<file path="config.mk">
export PLATFORM = sky130hd
export DESIGN_NAME = vga_timing_gen_flat
export DESIGN_NICKNAME = d
export VERILOG_FILES = /design/src/rtl/vga_timing_pkg.sv /design/src/rtl/vga_timing_gen_if.sv /design/src/rtl/vga_axis_counter.sv /design/src/rtl/vga_timing_gen.sv /design/src/flat_wrapper.sv
export SDC_FILE = /design/constraint.sdc
export NUM_CORES = 1
export LEC_CHECK = 0
export CORE_MARGIN = 8
export CORE_UTILIZATION = 48
export DETAILED_ROUTE_END_ITERATION = 8
export GPL_TIMING_DRIVEN = 0
export PLACE_DENSITY = 0.81
export SLEW_MARGIN = 20
export SYNTH_ARGS = -nofsm -noshare
export SYNTH_HDL_FRONTEND = slang
export SYNTH_HIERARCHICAL = 1
export SYNTH_SLANG_ARGS = --single-unit
export TNS_END_PERCENT = 30
</file>
<file path="constraint.sdc">
create_clock -name clk -period 2.9 [get_ports clk]
set_clock_uncertainty 0.1 [all_clocks]
set_input_delay 0.58 -clock clk [delete_from_list [all_inputs] [get_ports clk]]
set_output_delay 0.58 -clock clk [all_outputs]
set_load 0.02 [all_outputs]
</file>
<file path="src/rtl/vga_timing_pkg.sv">
// Default VGA 640x480@60 segment constants, derived totals/sync windows and sync polarity encoding.
package vga_timing_pkg;
  localparam int H_VISIBLE_DEF = 640;
  localparam int H_FRONT_DEF   = 16;
  localparam int H_SYNC_DEF    = 96;
  localparam int H_BACK_DEF    = 48;
  localparam int H_TOTAL_DEF   = H_VISIBLE_DEF + H_FRONT_DEF + H_SYNC_DEF + H_BACK_DEF;
  localparam int H_SYNC_START_DEF = H_VISIBLE_DEF + H_FRONT_DEF;
  localparam int H_SYNC_END_DEF   = H_SYNC_START_DEF + H_SYNC_DEF - 1;

  localparam int V_VISIBLE_DEF = 480;
  localparam int V_FRONT_DEF   = 10;
  localparam int V_SYNC_DEF    = 2;
  localparam int V_BACK_DEF    = 33;
  localparam int V_TOTAL_DEF   = V_VISIBLE_DEF + V_FRONT_DEF + V_SYNC_DEF + V_BACK_DEF;
  localparam int V_SYNC_START_DEF = V_VISIBLE_DEF + V_FRONT_DEF;
  localparam int V_SYNC_END_DEF   = V_SYNC_START_DEF + V_SYNC_DEF - 1;

  typedef enum logic {
    SYNC_ACTIVE_LOW  = 1'b0,
    SYNC_ACTIVE_HIGH = 1'b1
  } sync_pol_e;

  localparam sync_pol_e SYNC_POL_DEF = SYNC_ACTIVE_LOW;

  // Output pin level for a sync window flag under the given polarity.
  function automatic logic sync_level(input logic pol, input logic act);
    return act ? pol : ~pol;
  endfunction
endpackage

</file>
<file path="src/rtl/vga_timing_gen_if.sv">
// Raster timing bus: pixel enable in, position/decode/strobes out.
interface vga_timing_gen_if #(
  parameter int POS_W   = 10,
  parameter int FRAME_W = 8
);
  logic               pix_en;
  logic [POS_W-1:0]   hpos;
  logic [POS_W-1:0]   vpos;
  logic               visible;
  logic               hsync;
  logic               vsync;
  logic               line_start;
  logic               frame_start;
  logic [FRAME_W-1:0] frame_cnt;

  modport master (
    input  pix_en,
    output hpos, vpos, visible, hsync, vsync, line_start, frame_start, frame_cnt
  );

  modport slave (
    output pix_en,
    input  hpos, vpos, visible, hsync, vsync, line_start, frame_start, frame_cnt
  );
endinterface

</file>
<file path="src/rtl/vga_axis_counter.sv">
// Generic wrap counter for one raster axis; exposes next-state decodes so the caller can register
// them in lock-step with the count.
module vga_axis_counter #(
  parameter int W      = 10,
  parameter int TOTAL  = 800,
  parameter int VIS    = 640,
  parameter int WIN_LO = 656,
  parameter int WIN_HI = 751
) (
  input  logic         clk,
  input  logic         rst_n,
  input  logic         en,
  output logic         wrap,
  output logic [W-1:0] count,
  output logic         nxt_vis,
  output logic         nxt_win
);
  localparam logic [W-1:0] LAST = W'(TOTAL - 1);
  localparam logic [W-1:0] VIS_C = W'(VIS);
  localparam logic [W-1:0] LO_C  = W'(WIN_LO);
  localparam logic [W-1:0] HI_C  = W'(WIN_HI);

  logic [W-1:0] nxt;

  assign wrap = en && (count == LAST);

  // Compare against LAST explicitly; TOTAL need not be a power of two.
  always_comb begin
    nxt = count;
    if (en) nxt = (count == LAST) ? '0 : count + 1'b1;
  end

  assign nxt_vis = (nxt < VIS_C);
  assign nxt_win = (nxt >= LO_C) && (nxt <= HI_C);

  always_ff @(posedge clk) begin
    if (!rst_n) count <= LAST;
    else        count <= nxt;
  end
endmodule

</file>
<file path="src/rtl/vga_timing_gen.sv">
// Raster timing source: hpos/vpos, visible, syncs, line/frame strobes, all registered together.
// Optional completed-frame counter built only when VGA_FRAME_COUNTER_EN is defined.
module vga_timing_gen
  import vga_timing_pkg::*;
#(
  parameter int H_VISIBLE = H_VISIBLE_DEF,
  parameter int H_FRONT   = H_FRONT_DEF,
  parameter int H_SYNC    = H_SYNC_DEF,
  parameter int H_BACK    = H_BACK_DEF,
  parameter int V_VISIBLE = V_VISIBLE_DEF,
  parameter int V_FRONT   = V_FRONT_DEF,
  parameter int V_SYNC    = V_SYNC_DEF,
  parameter int V_BACK    = V_BACK_DEF,
  parameter bit SYNC_POL  = SYNC_POL_DEF,
  parameter int POS_W     = 10,
  parameter int FRAME_W   = 8
) (
  input  logic             clk,
  input  logic             rst_n,
  vga_timing_gen_if.master vga
);
  localparam int H_TOTAL = H_VISIBLE + H_FRONT + H_SYNC + H_BACK;
  localparam int V_TOTAL = V_VISIBLE + V_FRONT + V_SYNC + V_BACK;
  localparam int H_SS    = H_VISIBLE + H_FRONT;
  localparam int V_SS    = V_VISIBLE + V_FRONT;

  logic h_wrap, v_wrap, v_en;
  logic h_vis_nxt, v_vis_nxt, h_sync_nxt, v_sync_nxt;

  assign v_en = vga.pix_en & h_wrap;

  vga_axis_counter #(
    .W(POS_W), .TOTAL(H_TOTAL), .VIS(H_VISIBLE), .WIN_LO(H_SS), .WIN_HI(H_SS + H_SYNC - 1)
  ) u_h (
    .clk     (clk),
    .rst_n   (rst_n),
    .en      (vga.pix_en),
    .wrap    (h_wrap),
    .count   (vga.hpos),
    .nxt_vis (h_vis_nxt),
    .nxt_win (h_sync_nxt)
  );

  vga_axis_counter #(
    .W(POS_W), .TOTAL(V_TOTAL), .VIS(V_VISIBLE), .WIN_LO(V_SS), .WIN_HI(V_SS + V_SYNC - 1)
  ) u_v (
    .clk     (clk),
    .rst_n   (rst_n),
    .en      (v_en),
    .wrap    (v_wrap),
    .count   (vga.vpos),
    .nxt_vis (v_vis_nxt),
    .nxt_win (v_sync_nxt)
  );

  // Decodes come from next-state values so they describe the position shown in the same cycle.
  always_ff @(posedge clk) begin
    if (!rst_n) begin
      vga.visible     <= 1'b0;
      vga.hsync       <= ~SYNC_POL;
      vga.vsync       <= ~SYNC_POL;
      vga.line_start  <= 1'b0;
      vga.frame_start <= 1'b0;
    end else begin
      vga.visible     <= h_vis_nxt & v_vis_nxt;
      vga.hsync       <= sync_level(SYNC_POL, h_sync_nxt);
      vga.vsync       <= sync_level(SYNC_POL, v_sync_nxt);
      vga.line_start  <= h_wrap;
      vga.frame_start <= v_wrap;
    end
  end

`ifdef VGA_FRAME_COUNTER_EN
  always_ff @(posedge clk) begin
    if (!rst_n)      vga.frame_cnt <= FRAME_W'(0);
    else if (v_wrap) vga.frame_cnt <= vga.frame_cnt + FRAME_W'(1);
  end
`else
  assign vga.frame_cnt = FRAME_W'(0);
`endif
endmodule
</file>
<file path="src/flat_wrapper.sv">
// flat-port wrapper written by rule: the top's interface ports become plain ports
module vga_timing_gen_flat import vga_timing_pkg::*;
#(
  parameter int H_VISIBLE = H_VISIBLE_DEF,
  parameter int H_FRONT   = H_FRONT_DEF,
  parameter int H_SYNC    = H_SYNC_DEF,
  parameter int H_BACK    = H_BACK_DEF,
  parameter int V_VISIBLE = V_VISIBLE_DEF,
  parameter int V_FRONT   = V_FRONT_DEF,
  parameter int V_SYNC    = V_SYNC_DEF,
  parameter int V_BACK    = V_BACK_DEF,
  parameter bit SYNC_POL  = SYNC_POL_DEF,
  parameter int POS_W     = 10,
  parameter int FRAME_W   = 8
)
  (clk, rst_n, vga_pix_en, vga_hpos, vga_vpos, vga_visible, vga_hsync, vga_vsync, vga_line_start, vga_frame_start, vga_frame_cnt);
  vga_timing_gen_if #(.POS_W(POS_W), .FRAME_W(FRAME_W)) vga_i ();
  input  logic clk;
  input  logic rst_n;
  input wire logic [$bits(vga_i.pix_en)-1:0] vga_pix_en;
  output wire logic [$bits(vga_i.hpos)-1:0] vga_hpos;
  output wire logic [$bits(vga_i.vpos)-1:0] vga_vpos;
  output wire logic [$bits(vga_i.visible)-1:0] vga_visible;
  output wire logic [$bits(vga_i.hsync)-1:0] vga_hsync;
  output wire logic [$bits(vga_i.vsync)-1:0] vga_vsync;
  output wire logic [$bits(vga_i.line_start)-1:0] vga_line_start;
  output wire logic [$bits(vga_i.frame_start)-1:0] vga_frame_start;
  output wire logic [$bits(vga_i.frame_cnt)-1:0] vga_frame_cnt;
  assign vga_i.pix_en = vga_pix_en;
  assign vga_hpos = vga_i.hpos;
  assign vga_vpos = vga_i.vpos;
  assign vga_visible = vga_i.visible;
  assign vga_hsync = vga_i.hsync;
  assign vga_vsync = vga_i.vsync;
  assign vga_line_start = vga_i.line_start;
  assign vga_frame_start = vga_i.frame_start;
  assign vga_frame_cnt = vga_i.frame_cnt;
  vga_timing_gen #(.H_VISIBLE(H_VISIBLE), .H_FRONT(H_FRONT), .H_SYNC(H_SYNC), .H_BACK(H_BACK), .V_VISIBLE(V_VISIBLE), .V_FRONT(V_FRONT), .V_SYNC(V_SYNC), .V_BACK(V_BACK), .SYNC_POL(SYNC_POL), .POS_W(POS_W), .FRAME_W(FRAME_W)) u_core (.clk(clk), .rst_n(rst_n), .vga(vga_i));
endmodule
</file>
==> results of run 1 <==
==> where the power goes <==
part / total, mW / switching [mW] / internal [mW]
sequential: 0.402 / 0.0316 / 0.371
clock: 0.151 / 0.100 / 0.0515
combinational: 0.297 / 0.170 / 0.127
total: 0.851 / 0.302 / 0.549
==> kinds of logic after synthesis <==
family | after synthesis
simple gates | 70
compound gates | 28
flops | 25
buf+inv | 22
xor+xnor | 14
fa+ha+maj | 3
other cells | 1
mux | 1
==> worst max-delay path by stage <==
stage / slack (ps) / startpoint / endpoint
2_1_floorplan: 110 / u_core/u_h/count[0] / u_core/vga.visible
3_3_place_gp: -690 / vga_pix_en / u_core/vga.visible
3_5_place_dp: -700 / vga_pix_en / u_core/vga.visible
4_1_cts: 40 / u_core/u_h/count[0] / u_core/vga.visible
5_1_grt: 20 / u_core/u_h/count[1] / u_core/vga.visible
6_report: 150 / vga_pix_en / u_core/vga.visible
==> placed cells by master, fill, tap and decap left out, types with 2 or more instances in the layout <==
cell type and n:
and3_1 3, a21boi_0 2, o211ai_1 2, nor4_1 3
buf_2 2, buf_4 9, inv_1 10, nand2_1 12
nand4_1 5, a21oi_1 3, o31a_1 2, ha_1 3
nand3_2 2, clkdlybuf4s50_1 26, conb_1 8, xor2_1 8
o21ai_0 6, nand3_1 4, and2_2 2, and2_1 3
xnor2_1 6, clkbuf_4 3, dfxtp_1 24, nor3_1 3
nor2_1 10, nand2b_1 6, nor4_4 2, or3_1 4
==> worst reg2reg max path: cells and delay by family, from the launching register on <==
family                   cells  cell delay [ps]
flip-flops                   1              430
buffers and inverters        1              190
AO/OA/AOI/OAI                3              730
AND/OR/NAND/NOR              5              990
adder cells (fa/ha/maj)      1              250
==> metrics by stage <==
stage | util (%) | TNS [ps]
floorplan | - | 0
global placement | 63.2 | -5890
detailed placement | 63.2 | -6260
CTS | 64.9 | 0
global route | 65.3 | 0
finish | 65.3 | 0
==> per-layer routing <==
layer / up-vias / global-route usage [%]
li1: 657 / -
met1: 614 / 13.1
met2: 46 / 24.6
met3: 6 / 5.51
met4: 0 / 6.03
met5: - / 0
==> area by class of cell <==
type | instances | area, µm² | share of cell area, %
Inverter | 10 | 37.5 | 2.07
Tap cell | 31 | 38.8 | 2.14
Multi-Input combinational cell | 124 | 855 | 47.1
Clock buffer | 3 | 22.5 | 1.24
Sequential cell | 25 | 502 | 27.6
Buffer | 12 | 78.8 | 4.34
Clock inverter | 1 | 5.00 | 0.276
Timing Repair Buffer | 28 | 277 | 15.2
==> state kept, by name, summed over array words and instances (netlist names) <==
register	flops
u_core/u_h/count	10
u_core/u_v/count	10
u_core/vga.frame_start	1
u_core/vga.hsync	1
u_core/vga.line_start	1
u_core/vga.visible	1
u_core/vga.vsync	1
==> timing repair <==
item,in CTS,in global routing
setup endpoints to repair,10,4
pin swaps,1,1
setup buffers,1,0
gates resized for setup,3,4
==> flow_metrics.env, run 1 <==
export IMPL_synth_simple_gate_area_share_pct=30.2
export IMPL_cp_depth=10
export IMPL_synth_top_family_by_area="simple AND/OR/NAND/NOR gates"
export IMPL_fill_cells=240
export IMPL_drc_errors=0
export IMPL_post_place_ws_ps=-704
export IMPL_cap_violations=0
export IMPL_critPathRequiredTime_ps=3070
export IMPL_synth_distinct_cells=50
export IMPL_grt_usage_pct=13.6
export IMPL_syn_to_final_growth_pct=27.7
export IMPL_antenna_cells=0
export IMPL_ys_seq_elements=25
export IMPL_cellPowerDensity_mw_per_mm2=469
export IMPL_overflow=0
export IMPL_post_synth_xor_area_fraction_pct=8.63
export IMPL_wire_per_inst_um=14.7
export IMPL_worstHoldEndpoint="u_core/u_h/count[0]"
export IMPL_hold_path_class="reg2reg"
export IMPL_synth_main_ff_cell="dfxtp_1"
export IMPL_ios=36
export IMPL_holdWs_ps=435
export IMPL_yosys_warnings=6
export IMPL_post_route_cell_area_mm2=0.00182
export IMPL_netlist_top_cells_count="dfxtp_1 (25), nand2_1 (12), inv_1 (10), nor2_1 (10)"
export IMPL_power_mw=0.851
export IMPL_clk_latency_ps=310
export IMPL_setup_viol=0
export IMPL_rsz0062_at_grt="false"
export IMPL_crit_top_cell="nand3_2"
export IMPL_slew_headroom_pct=63.1
export IMPL_status="completed"
export IMPL_dr_wl_met3_um=330
export IMPL_clock_sinks=25
export IMPL_drive_above_1_share_pct=13.8
export IMPL_highest_layer="met4"
export IMPL_cts_path_max_buffers=2
export IMPL_synthAdderAreaFrac_pct=2.64
export IMPL_placed_cells=229
export IMPL_rr_worst_depth=10
export IMPL_dieArea_mm2=0.00496
export IMPL_fin_ws_ps=147
export IMPL_place_gp_congestion=0.817
export IMPL_min_delay_start="u_core/u_h/count[0]"
export IMPL_syn_avg_cell_area_um2=8.67
export IMPL_final_cells=234
export IMPL_synth_compound_area_share_pct=14.1
export IMPL_hold_buffers=0
export IMPL_vias_per_cell=5.65
export IMPL_critPathCaptureType="register"
export IMPL_syn_inst=164
export IMPL_synth_seq_area_share_pct=35.2
export IMPL_htree_levels=1
export IMPL_cp_num_buf_inv=2
export IMPL_synth_most_common_cell="dfxtp_1"
export IMPL_wl_met1_um=1300
export IMPL_post_dp_cell_area_mm2=0.00176
export IMPL_start_util_pct=51.1
export IMPL_period_needed_ps=2750
export IMPL_hold_violations=0
export IMPL_synth_area_leaders="dfxtp_1 (35%), xor2_1 (4.9%), buf_4 (4.2%), xnor2_1 (3.7%), nand2_1 (3.2%)"
export IMPL_ys_async_sr_fraction_pct=0
export IMPL_regToRegSetupSlack_ps=160
export IMPL_cts_tree="yes"
export IMPL_die_w_um=70.4
export IMPL_crit_type="in2reg"
export IMPL_p_leak_nw=0.695
export IMPL_path_delay_family="simple AND/OR/NAND/NOR gates"
export IMPL_whs_path_depth=1
export IMPL_cts_buffers_inserted=3
export IMPL_synth_area_mm2=0.00142
export IMPL_synth_top_cell_area_share_pct=35.2
export IMPL_r2r_end="u_core/vga.visible"
export IMPL_cts_root_buffer="clkbuf_4"
export IMPL_synth_edff_count=0
export IMPL_worst_path_max_delay_cell="dlygate4sd2_1"
export IMPL_vdd_ir_drop_max_uv=344
export IMPL_grt_pass1_vias=1320
export IMPL_core_area_mm2=0.00278
export IMPL_vias=1323
export IMPL_period_share_pct=94.9
export IMPL_synth_largest_area_cell="dfxtp_1"
export IMPL_critPathMaxStageDelay_ps=370
export IMPL_wl_met2_um=1750
export IMPL_fin_nets=210
export IMPL_max_freq_ghz=0.363
export IMPL_r2r_start="u_core/u_h/count[1]"
export IMPL_io_buffers=27
export IMPL_cp_start_kind="input port"
export IMPL_drt_iter0_drc=99
export IMPL_cts_clk_slew_worst_paths_ps=140
export IMPL_grt_max_degree=19
export IMPL_ant_nets=0
export IMPL_dp_hpwl_um=2530
export IMPL_antenna_found_initial=0
export IMPL_num_rows=19
export IMPL_path_cells="dlygate4sd2_1, nand3_2, nor4_4, and2_1, buf_2, nand3_2, o311ai_1, o31ai_1, a211oi_1, and3_1"
export IMPL_die_h_um=70.4
export IMPL_arrival_ps=2920
export IMPL_synthMuxAreaShare_pct=0.792
export IMPL_crit_fanout=9
export IMPL_first_pass_iters=4
export IMPL_routed_wl_um=3440
export IMPL_finalMaxSlewViolations=0
export IMPL_grt_pass1_wl_um=5800
export IMPL_worst_slew_pin_slew_ps=552
Note: power is estimated with default switching activity, not from simulation.
==> inputs of run 2 (changes only) <==
--- a/config.mk
+++ b/config.mk
@@ -5,10 +5,11 @@
 export SDC_FILE = /design/constraint.sdc
 export NUM_CORES = 1
 export LEC_CHECK = 0
+export CELL_PAD_IN_SITES_DETAIL_PLACEMENT = 1
+export CELL_PAD_IN_SITES_GLOBAL_PLACEMENT = 2
 export CORE_MARGIN = 8
-export CORE_UTILIZATION = 48
+export CORE_UTILIZATION = 28
 export DETAILED_ROUTE_END_ITERATION = 8
-export GPL_TIMING_DRIVEN = 0
 export PLACE_DENSITY = 0.81
 export SLEW_MARGIN = 20
 export SYNTH_ARGS = -nofsm -noshare
==> constraint.sdc (replaced) <==
create_clock -name clk -period 2.9 [get_ports clk]
set_clock_uncertainty 0.1 [all_clocks]
set_input_delay 0.87 -clock clk [delete_from_list [all_inputs] [get_ports clk]]
set_output_delay 0.87 -clock clk [all_outputs]
set_load 0.02 [all_outputs]
==> run 2 against run 1 <==
Compared with the run above: cell area grew 7.6%; setup slack improved by 240 ps; register-to-register slack improved by 230 ps.
==> flow_metrics.env, run 2 (synthesis results as in run 1) <==
export IMPL_status="completed"
export IMPL_top_regs="u_core/u_h/count (10), u_core/u_v/count (10)"
export IMPL_post_dp_cell_area_mm2=0.00184
export IMPL_finalSetupTns_ps=0
export IMPL_cts_buffers_inserted=3
export IMPL_power_mw=0.943
export IMPL_crit_start="u_core/u_h/count[0]"
export IMPL_clock_sinks=25
export IMPL_critPathCaptureType="register"
export IMPL_cts_clk_slew_worst_paths_ps=100
export IMPL_setup_viol=0
export IMPL_ant_nets=0
export IMPL_antenna_found_initial=0
export IMPL_seqCellArea_um2=500
export IMPL_finalMaxSlewViolations=0
export IMPL_io_buffers=27
export IMPL_combPwrFrac_pct=31.8
export IMPL_vdd_ir_drop_max_uv=206
export IMPL_p_leak_nw=0.733
export IMPL_crit_type="reg2reg"
export IMPL_final_cell_mix="clkdlybuf4s50_1 (26), dfxtp_1 (25), buf_4 (15), nand2_1 (12)"
export IMPL_power_internal_mw=0.610
export IMPL_dieArea_mm2=0.00761
export IMPL_clk_latency_ps=280
export IMPL_fin_ws_ps=388
export IMPL_ios=36
export IMPL_period_share_pct=86.6
export IMPL_wire_per_inst_um=15.3
export IMPL_place_gp_congestion=0.789
export IMPL_final_core_util_pct=39.0
export IMPL_grt_pass1_vias=1354
export IMPL_final_common_cell="clkdlybuf4s50_1"
export IMPL_min_delay_start="u_core/u_h/count[0]"
export IMPL_p_sw_mw=0.334
export IMPL_rsz0062_at_grt="false"
export IMPL_cts_path_max_buffers=2
export IMPL_vias=1321
export IMPL_cap_violations=0
export IMPL_slew_headroom_pct=64.6
export IMPL_worst_slew_pin_slew_ps=524
export IMPL_grt_max_degree=17
export IMPL_fill_cells=609
export IMPL_swShare_pct=35.4
export IMPL_hold_violations=0
export IMPL_grt_pass1_wl_um=6730
export IMPL_max_freq_ghz=0.398
export IMPL_holdWs_ps=500
export IMPL_cts_tree="yes"
export IMPL_die_w_um=87.3
export IMPL_hold_path_class="reg2reg"
export IMPL_cts_root_buffer="clkbuf_8"
export IMPL_clockPowerShare_pct=24.0
export IMPL_r2r_start="u_core/u_h/count[0]"
export IMPL_post_place_ws_ps=-249
export IMPL_drt_iter0_drc=55
export IMPL_cp_start_kind="register"
export IMPL_final_cells=277
export IMPL_core_area_mm2=0.00501
export IMPL_drive_above_1_share_pct=16.9
export IMPL_die_h_um=87.3
export IMPL_arrival_ps=2640
export IMPL_placed_cells=271
export IMPL_num_rows=26
export IMPL_drc_errors=0
export IMPL_crit_fanout=6
export IMPL_vias_per_cell=4.77
export IMPL_routed_wl_um=4230
export IMPL_power_share_sequential_pct=44.2
export IMPL_multi_input_area_um2=871
export IMPL_dp_hpwl_um=3140
export IMPL_overflow=0
export IMPL_first_pass_iters=4
export IMPL_post_route_cell_area_mm2=0.00195
export IMPL_period_needed_ps=2510
export IMPL_grt_usage_pct=11.1
export IMPL_critPathRequiredTime_ps=3030
export IMPL_syn_to_final_growth_pct=37.5
export IMPL_htree_levels=1
export IMPL_start_util_pct=28.4
export IMPL_antenna_cells=0
export IMPL_cellPowerDensity_mw_per_mm2=483
export IMPL_fin_nets=214
run 2: critical path, stage by stage, from the launching register on:
cell	delay (ps)
dfxtp_1	450
ha_1	290
nand2_1	200
nor4_4	210
and2_4	200
nand3_2	90
o311ai_2	350
o31ai_1	180
a211oi_1	210
and3_1	180
run 2: layer usage:
layer / track usage, % / wire, µm / vias to the layer above
li1: - / - / 659
met1: 14.5 / 2030 / 633
met2: 18.3 / 2030 / 23
met3: 0.660 / 99 / 6
met4: 4.84 / 71 / 0
met5: 0 / 0 / -
run 2: timing repair:
action	in CTS	in global routing
setup buffers	0	2
resized for setup	1	11
endpoints found under the hold margin	0	0
setup endpoints to repair	1	11
pin swaps	0	6
hold buffers	0	0
run 2: area by class of cell:
cell class	count	share of cell area [%]
multi-input combinational	124	44.6
sequential	25	25.6
timing repair buffer	44	20.9
tap	70	4.48
clock buffer	3	2.11
inverter	10	1.92
clock inverter	1	0.448
run 2: power by group through the flow:
stage,sequential (mW),clock (mW),combinational [mW]
final,0.417,0.226,0.300
after global routing,0.424,0.244,0.325
after CTS,0.415,0.235,0.292
after detailed placement,0.423,0,0.291
after global placement,0.422,0,0.286
after floorplan,0.435,0,0.155
run 2: path summary, 6_finish.rpt:
kind	endpoint	slack, ps	cells after the start
min	u_core/u_h/count[0]	500	2
min reg2reg	u_core/u_h/count[0]	500	2
max	u_core/vga.visible	390	9
max reg2reg	u_core/vga.visible	390	9
